### src/rtl/kmp_pkg.sv
// Shared definitions for the KMP preprocessing and search engines.
package kmp_pkg;

  localparam int unsigned PAT_MAX_DEF = 16;
  localparam int unsigned CHAR_W_DEF  = 8;

  typedef enum logic [3:0] {
    ST_IDLE  = 4'd0,
    ST_INIT  = 4'd1,
    ST_CHK   = 4'd2,
    ST_RDP   = 4'd3,
    ST_CMP   = 4'd4,
    ST_FAIL  = 4'd5,
    ST_FCHK  = 4'd6,
    ST_ADV   = 4'd7,
    ST_FINAL = 4'd8,
    ST_DONE  = 4'd9,
    ST_REJ   = 4'd10
  } kmp_state_t;

  // Address width able to index 0..n inclusive.
  function automatic int unsigned clog2p1(input int unsigned n);
    return $clog2(n + 1);
  endfunction

endpackage

### src/rtl/kmp_tbl_shadow.sv
// Read-back copy of the failure table: one write port, one combinational read port.
module kmp_tbl_shadow #(
  parameter int unsigned DEPTH = 17,
  parameter int unsigned AW    = 5,
  parameter int unsigned W     = 6
) (
  input  logic          clk,
  input  logic          rst,
  input  logic          we,
  input  logic [AW-1:0] wr_addr,
  input  logic [W-1:0]  wr_data,
  input  logic [AW-1:0] rd_addr,
  output logic [W-1:0]  rd_data
);

  logic [W-1:0] mem [DEPTH];

  always_ff @(posedge clk or posedge rst) begin
    if (rst) begin
      for (int unsigned i = 0; i < DEPTH; i++) mem[i] <= '0;
    end else if (we && (32'(wr_addr) < DEPTH)) begin
      mem[wr_addr] <= wr_data;
    end
  end

  assign rd_data = (32'(rd_addr) < DEPTH) ? mem[rd_addr] : '0;

endmodule

### src/rtl/kmp_prefix_builder.sv
// Builds the signed KMP failure table T[0..len] (T[0] = -1) from a pattern read one character at a time.
module kmp_prefix_builder
  import kmp_pkg::*;
#(
  parameter int unsigned PAT_MAX = PAT_MAX_DEF,
  parameter int unsigned CHAR_W  = CHAR_W_DEF,
  parameter int unsigned AW      = clog2p1(PAT_MAX),
  parameter int unsigned TW      = AW + 1
) (
  input  logic              clk,
  input  logic              rst,
  input  logic              start,
  input  logic [AW-1:0]     pat_len,
  output logic [AW-1:0]     pat_addr,
  input  logic [CHAR_W-1:0] pat_char,
  output logic              t_we,
  output logic [AW-1:0]     t_addr,
  output logic [TW-1:0]     t_data,
  output logic              busy,
  output logic              done,
  output logic              err,
  output logic [3:0]        actual_state
);

  localparam int unsigned DEPTH = PAT_MAX + 1;

  kmp_state_t           state;
  logic [AW-1:0]        len;
  logic [AW-1:0]        pos;
  logic signed [TW-1:0] cnd;
  logic [CHAR_W-1:0]    cp;
  logic [TW-1:0]        tbl_rd;
  logic signed [TW-1:0] cnd_back;
  logic                 char_eq;

  assign char_eq      = (pat_char == cp);
  assign cnd_back     = $signed(tbl_rd);
  assign actual_state = state;

  kmp_tbl_shadow #(
    .DEPTH(DEPTH),
    .AW   (AW),
    .W    (TW)
  ) u_shadow (
    .clk    (clk),
    .rst    (rst),
    .we     (t_we),
    .wr_addr(t_addr),
    .wr_data(t_data),
    .rd_addr(cnd[AW-1:0]),
    .rd_data(tbl_rd)
  );

  // The CMP entry depends on the same-cycle pattern compare, so the write port is decoded from the state register.
  always_comb begin
    t_we   = 1'b0;
    t_addr = '0;
    t_data = '0;
    case (state)
      ST_INIT: begin
        t_we   = 1'b1;
        t_data = '1;
      end
      ST_CMP: begin
        t_we   = 1'b1;
        t_addr = pos;
        t_data = char_eq ? tbl_rd : cnd;
      end
      ST_FINAL: begin
        t_we   = 1'b1;
        t_addr = len;
        t_data = cnd;
      end
      default: ;
    endcase
  end

  // pat_addr is registered one state ahead so the character is valid throughout RDP, CMP and FCHK.
  always_ff @(posedge clk or posedge rst) begin
    if (rst) begin
      state    <= ST_IDLE;
      len      <= '0;
      pos      <= '0;
      cnd      <= '0;
      cp       <= '0;
      pat_addr <= '0;
      busy     <= 1'b0;
      done     <= 1'b0;
      err      <= 1'b0;
    end else begin
      done     <= 1'b0;
      err      <= 1'b0;
      pat_addr <= '0;
      case (state)
        ST_IDLE: begin
          if (start) begin
            busy <= 1'b1;
            if (pat_len == '0 || pat_len > AW'(PAT_MAX)) begin
              done  <= 1'b1;
              err   <= 1'b1;
              state <= ST_REJ;
            end else begin
              len   <= pat_len;
              state <= ST_INIT;
            end
          end
        end
        ST_INIT: begin
          pos   <= AW'(1);
          cnd   <= '0;
          state <= ST_CHK;
        end
        ST_CHK: begin
          if (pos == len) begin
            state <= ST_FINAL;
          end else begin
            pat_addr <= pos;
            state    <= ST_RDP;
          end
        end
        ST_RDP: begin
          cp       <= pat_char;
          pat_addr <= cnd[AW-1:0];
          state    <= ST_CMP;
        end
        ST_CMP: begin
          state <= char_eq ? ST_ADV : ST_FAIL;
        end
        ST_FAIL: begin
          cnd <= cnd_back;
          if (!cnd_back[TW-1]) pat_addr <= cnd_back[AW-1:0];
          state <= ST_FCHK;
        end
        ST_FCHK: begin
          if (cnd[TW-1] || char_eq) state <= ST_ADV;
          else                      state <= ST_FAIL;
        end
        ST_ADV: begin
          pos   <= pos + AW'(1);
          cnd   <= cnd + TW'(1);
          state <= ST_CHK;
        end
        ST_FINAL: begin
          done  <= 1'b1;
          state <= ST_DONE;
        end
        ST_DONE: begin
          busy  <= 1'b0;
          state <= ST_IDLE;
        end
        ST_REJ: begin
          busy  <= 1'b0;
          state <= ST_IDLE;
        end
        default: begin
          busy  <= 1'b0;
          state <= ST_IDLE;
        end
      endcase
    end
  end

endmodule

### config.mk
export PLATFORM = sky130hd
export DESIGN_NAME = kmp_prefix_builder
export DESIGN_NICKNAME = d
export VERILOG_FILES = /design/src/rtl/kmp_pkg.sv /design/src/rtl/kmp_tbl_shadow.sv /design/src/rtl/kmp_prefix_builder.sv
export SDC_FILE = /design/constraint.sdc
export NUM_CORES = 1
export LEC_CHECK = 0
export CAP_MARGIN = 20
export CORE_MARGIN = 5
export CORE_UTILIZATION = 40
export CTS_BUF_LIST = sky130_fd_sc_hd__clkbuf_8 sky130_fd_sc_hd__clkbuf_16
export CTS_CLUSTER_SIZE = 25
export DETAILED_ROUTE_END_ITERATION = 16
export PLACE_DENSITY = 0.66
export REMOVE_ABC_BUFFERS = 1
export SLEW_MARGIN = 10
export SYNTH_ARGS = -nofsm -noshare
export SYNTH_HDL_FRONTEND = slang
export SYNTH_SLANG_ARGS = --single-unit
### constraint.sdc
create_clock -name clk -period 5.1 [get_ports clk]
set_input_delay 1.02 -clock clk [delete_from_list [all_inputs] [get_ports clk]]
set_output_delay 1.02 -clock clk [all_outputs]
set_load 0.02 [all_outputs]
# After elaboration in Yosys (flattened, before gate mapping)
# Cells that the tools add are included.
# word_totals
output_inout_bits,24
word_cells,90
regBits,138
in_bits,16
# classes
eq_ne,11
n_lt_le_gt_ge,6
mux,28
bitwise,4
addsub,2
reduce_logical,13
# op_table
op,count
$bwmux W102,1
$pmux W6 S3,2
$pmux W4 S8,1
$bmux W6 S5,1
$demux W6 S5,1
$mux W6,5
$pmux W5 S2,2
$eq A4 B3 Y1 const B,4
$pmux W5 S3,1
$ge A6 B6 Y1 const B,2
$mux W4,3
$not A5 Y6,2
$lt A5 B5 Y1 const B,2
$mux W5,2
$eq A4 B2 Y1 const B,2
$eq A8 B8 Y1,1
$reduce_or A8 Y1,1
$add A6 B2 Y6 const B,1
$lt A6 B1 Y1 const B,1
$add A5 B1 Y5 const B,1
$eq A5 B5 Y1,1
$gt A5 B5 Y1 const B,1
$logic_not A5 Y1,1
$mux W1,5
15 further kinds,20

# Depth between registers and ports, before layout
# depth
depth_word,8
depth_mapped,10
mapped_depth_nobuf,7

# Hierarchy
# Synthesis repeated with hierarchy kept, for this count alone.
# hier_totals
hier_cells,532
hier_area_um2,6832.8
# modules_own_cells
mod,area_each_um2,n_inst,cells_each,seq_area_each_um2
kmp_tbl_shadow,4805.9,1,339,2552.4
kmp_prefix_builder,2026.9,1,193,900.9

# Worst setup path before layout
# No wires, ideal clock.
# synth_path
kind,input port to output port
startpoint,in pat_char[7]
endpoint,out t_data[0]
path_slack_ns,1.673
stages,7
n_path_buf,2
t_required_ns,4.080
arrival_ns,2.407
cell_sequence,xor2_1 > nor4_1 > and3_1 > clkbuf_1 > nand4_1 > o311ai_1 > buf_2
# synth_between
elab_chain_len,3
# synth_lines
item,line_no,text
start: declaration,kmp_prefix_builder.sv:15,"input logic [CHAR_W-1:0] pat_char,"
$eq A8 B8 Y1,kmp_prefix_builder.sv:36,assign char_eq = (pat_char == cp);
$mux W6,kmp_prefix_builder.sv:67,t_data = char_eq ? tbl_rd : cnd;
$pmux W6 S3,kmp_prefix_builder.sv:59,case (state)
end: declaration,kmp_prefix_builder.sv:18,"output logic [TW-1:0] t_data,"
# Every way passes these cells.

# Worst setup path after layout
# layout_path
startpoint,in pat_char[7]
endpoint,out t_data[1]
# The elaborated chain is that of the path after synthesis.

==> run_results.csv <==
group,metric,value,unit
run,drv_cap,0,
setup_path,endpoint_kind,"primary output",
die,dieHeight,145,µm
power_and_ir_drop,leakage,3.28,nW
clock_tree,cts_sinks,138,
synthesis,syn_inst,630,
grt,grt_pass1_vias,5304,
clock_tree,cts_inserted_buffers,17,
die,fp.dieW,145,µm
synthesis,ys_seq_area_share,47.6,%
placed_design,place_area,7830,µm²
grt,grt_pass1_wl,29900,µm
detailed_routing,drt-total-wl,18500,µm
final_layout,nets,677,
die,core.rowCount,49,
setup_path,reg2reg_from,"actual_state[3]$_DFFE_PP0P_",
synthesis,ys.warnings.count,0,
die,io_pins,40,
placed_design,io_buffers,39,
sta,worst_pin_slew,1020,ps
detailed_routing,wl_per_cell,20.6,µm
sta,timing.fmax,215,MHz
final_layout,finalInstanceArea,8450,µm²
setup_path,worstPathRequired,4080,ps
setup_path,start_kind,"input port",
synthesis,synth_top_area_cell,"dfrtp_1",
synthesis,synthArstFlopShare,100,%
clock_tree,cts_tree,"done",
final_layout,utilization,47.2,%
power_and_ir_drop,pwr_density_cell,597,nW/µm²
setup_path,crit_fanout,18,
setup_path,worstSetupPathType,"input port to primary output",
die,core,17900,µm²
final_layout,fillers,1626,
synthesis,syn-cell-area,7250,µm²
clock_tree,ctsLongestPathBuffers,2,
die,start_util,40.5,%
synthesis,yosysMostFrequentCell,"dfrtp_1",
min_path,hp-class,"flip-flop to flip-flop",
clock_tree,cts-resized-gates,0,
min_path,hp-start,"u_shadow.mem[56]$_DFFE_PP0P_",
sta,hold_viol,0,
clock_tree,cts_setup_buffers,0,
synthesis,synth_cell_types,66,
die,die_area,20900,µm²
clock_tree,cts-root-buf,"clkbuf_16",
synthesis,synth_top_cell_area_share,47.6,%
sta,finalWorstPathRequiredPeriod,4660,ps
clock_tree,cts_hold_buf,0,
final_layout,synthToLayoutAreaGrowth,16.5,%
synthesis,syn_avg_cell_area,11.5,µm²
sta,setup_viol,0,
clock_tree,clk_latency,430,ps
detailed_routing,drtIter0Drc,474,
sta,grt_setup_unrepaired,"false",
setup_path,reg2reg_setup_slack,1960,ps
setup_path,crit_arrival,3640,ps
detailed_routing,antenna_left,0,
sta,max_slew_margin,32.0,%
sta,fin_tns_setup,0,ps
synthesis,ys_top_cells_by_count,"138 x dfrtp_1, 119 x mux2_2, 48 x nand2_1",
sta,drv_slew,0,
clock_tree,path_clk_slew,60,ps
synthesis,synth_top_flop_cell,"dfrtp_1",
detailed_routing,drc_errors,0,
synthesis,synth-edff-count,0,
synthesis,ys_ff_latch,138,
grt,grt_overflow,0,
synthesis,netlist_top_cells_area,"dfrtp_1 48%, mux2_2 18%, mux2i_1 3.7%",
sta,fin_crit_sh,91.4,%
detailed_routing,vias,5175,
power_and_ir_drop,ir_worst_vdd,0.324,mV
placed_design,dp_hpwl,12600,µm
sta,skew,13.1,ps
detailed_routing,first_pass_iters,5,
setup_path,startpoint,"pat_char[7]",
grt,grt_max_degree,88,
grt,groute.usage.overall,18.8,%
placed_design,place.gp.congestion,0.878,
clock_tree,ctsHtreeMaxLevel,4,
final_layout,n_antenna_cell,0,
grt,antenna_found_initial,0,
outcome,outcome,"finished, final reports clean",
detailed_routing,viasPerCell,5.74,
final_layout,drive_gt1_share,28.3,%
[logic make-up (layout without fill, tap and decap cells)]
family          after synthesis  count (layout)  synth area share, %
fa+ha+maj                     2               2                0.345
simple gates                154             154                 11.6
xor+xnor                     15              15                 1.81
buf+inv                      52              94                 3.50
mux                         164             164                 25.5
flops                       138             138                 47.6
compound gates              105             105                 9.68
[cell type report]
type	count	area, µm²	area share, %
Multi-Input combinational cell	440	3550	42.0
Sequential cell	138	3450	40.9
Inverter	10	42.5	0.504
Timing Repair Buffer	52	498	5.90
Tap cell	229	287	3.39
Clock inverter	15	188	2.22
Clock buffer	17	425	5.04
[path summary, 6_finish.rpt]
path | to | cells after the start
worst max register to register | u_shadow.mem[14]$_DFFE_PP0P_ | 6
min in group asynchronous | done$_DFF_PP0_ | 2
worst max-delay path | t_data[1] | 6
worst min-delay path | u_shadow.mem[56]$_DFFE_PP0P_ | 1
worst min register to register | u_shadow.mem[56]$_DFFE_PP0P_ | 1
max in group asynchronous | u_shadow.mem[52]$_DFFE_PP0P_ | 3
[cell usage in the layout (no fill, tap or decap), types with 5 or more instances in the layout]
master	count
a21oi_1	18
a22o_1	7
a22oi_1	10
and3_1	5
buf_4	11
clkbuf_16	17
clkdlybuf4s50_1	39
dfrtp_1	137
inv_1	8
inv_6	6
mux2_1	11
mux2_2	119
mux2_4	6
mux2i_1	27
nand2_1	48
nand3_1	13
nand3b_1	10
nand4_1	6
nor2_1	25
nor2b_1	9
nor4_1	7
o21ai_0	26
o22ai_1	10
xnor2_1	5
xor2_1	10
[power breakdown]
part,switching (mW),internal (mW),leakage [nW]
Clock,0.501,0.779,0.302
Combinational,1.16,0.895,1.40
Sequential,0.319,1.39,1.57
Total,1.98,3.06,3.28
[layer usage]
layer | track usage (%) | part of all wire [%] | vias up
li1 | - | - | 2358
met1 | 25.3 | 44 | 2603
met2 | 29.7 | 48 | 176
met3 | 4.43 | 5.7 | 38
met4 | 7.27 | 2.6 | 0
met5 | 0 | 0 | -
[metrics by stage]
step                      hold WS [ps]  power, mW  setup WS (ps)  cells
after floorplan                    452       3.00            384    588
after global placement             462       3.69            467    868
after detailed placement           472       3.75            450    868
after CTS                          486       5.05            428    900
after global routing               501       5.33            289    901
final                              480       5.04            438    901
[worst max-delay path, cell delays in order]
cell and delay [ps]:
clkdlybuf4s50_1 430, xor2_1 150, nor4_1 460, and3_1 450, a31o_2 450, clkdlybuf4s50_1 680
[state kept, by name, summed over array words and instances (netlist names)]
register	count
cnd	6
actual_state	4
pos	5
len	5
u_shadow.mem	102
busy	1
err	1
pat_addr	5
cp	8
done	1
Power figures use the tool's default switching activity.
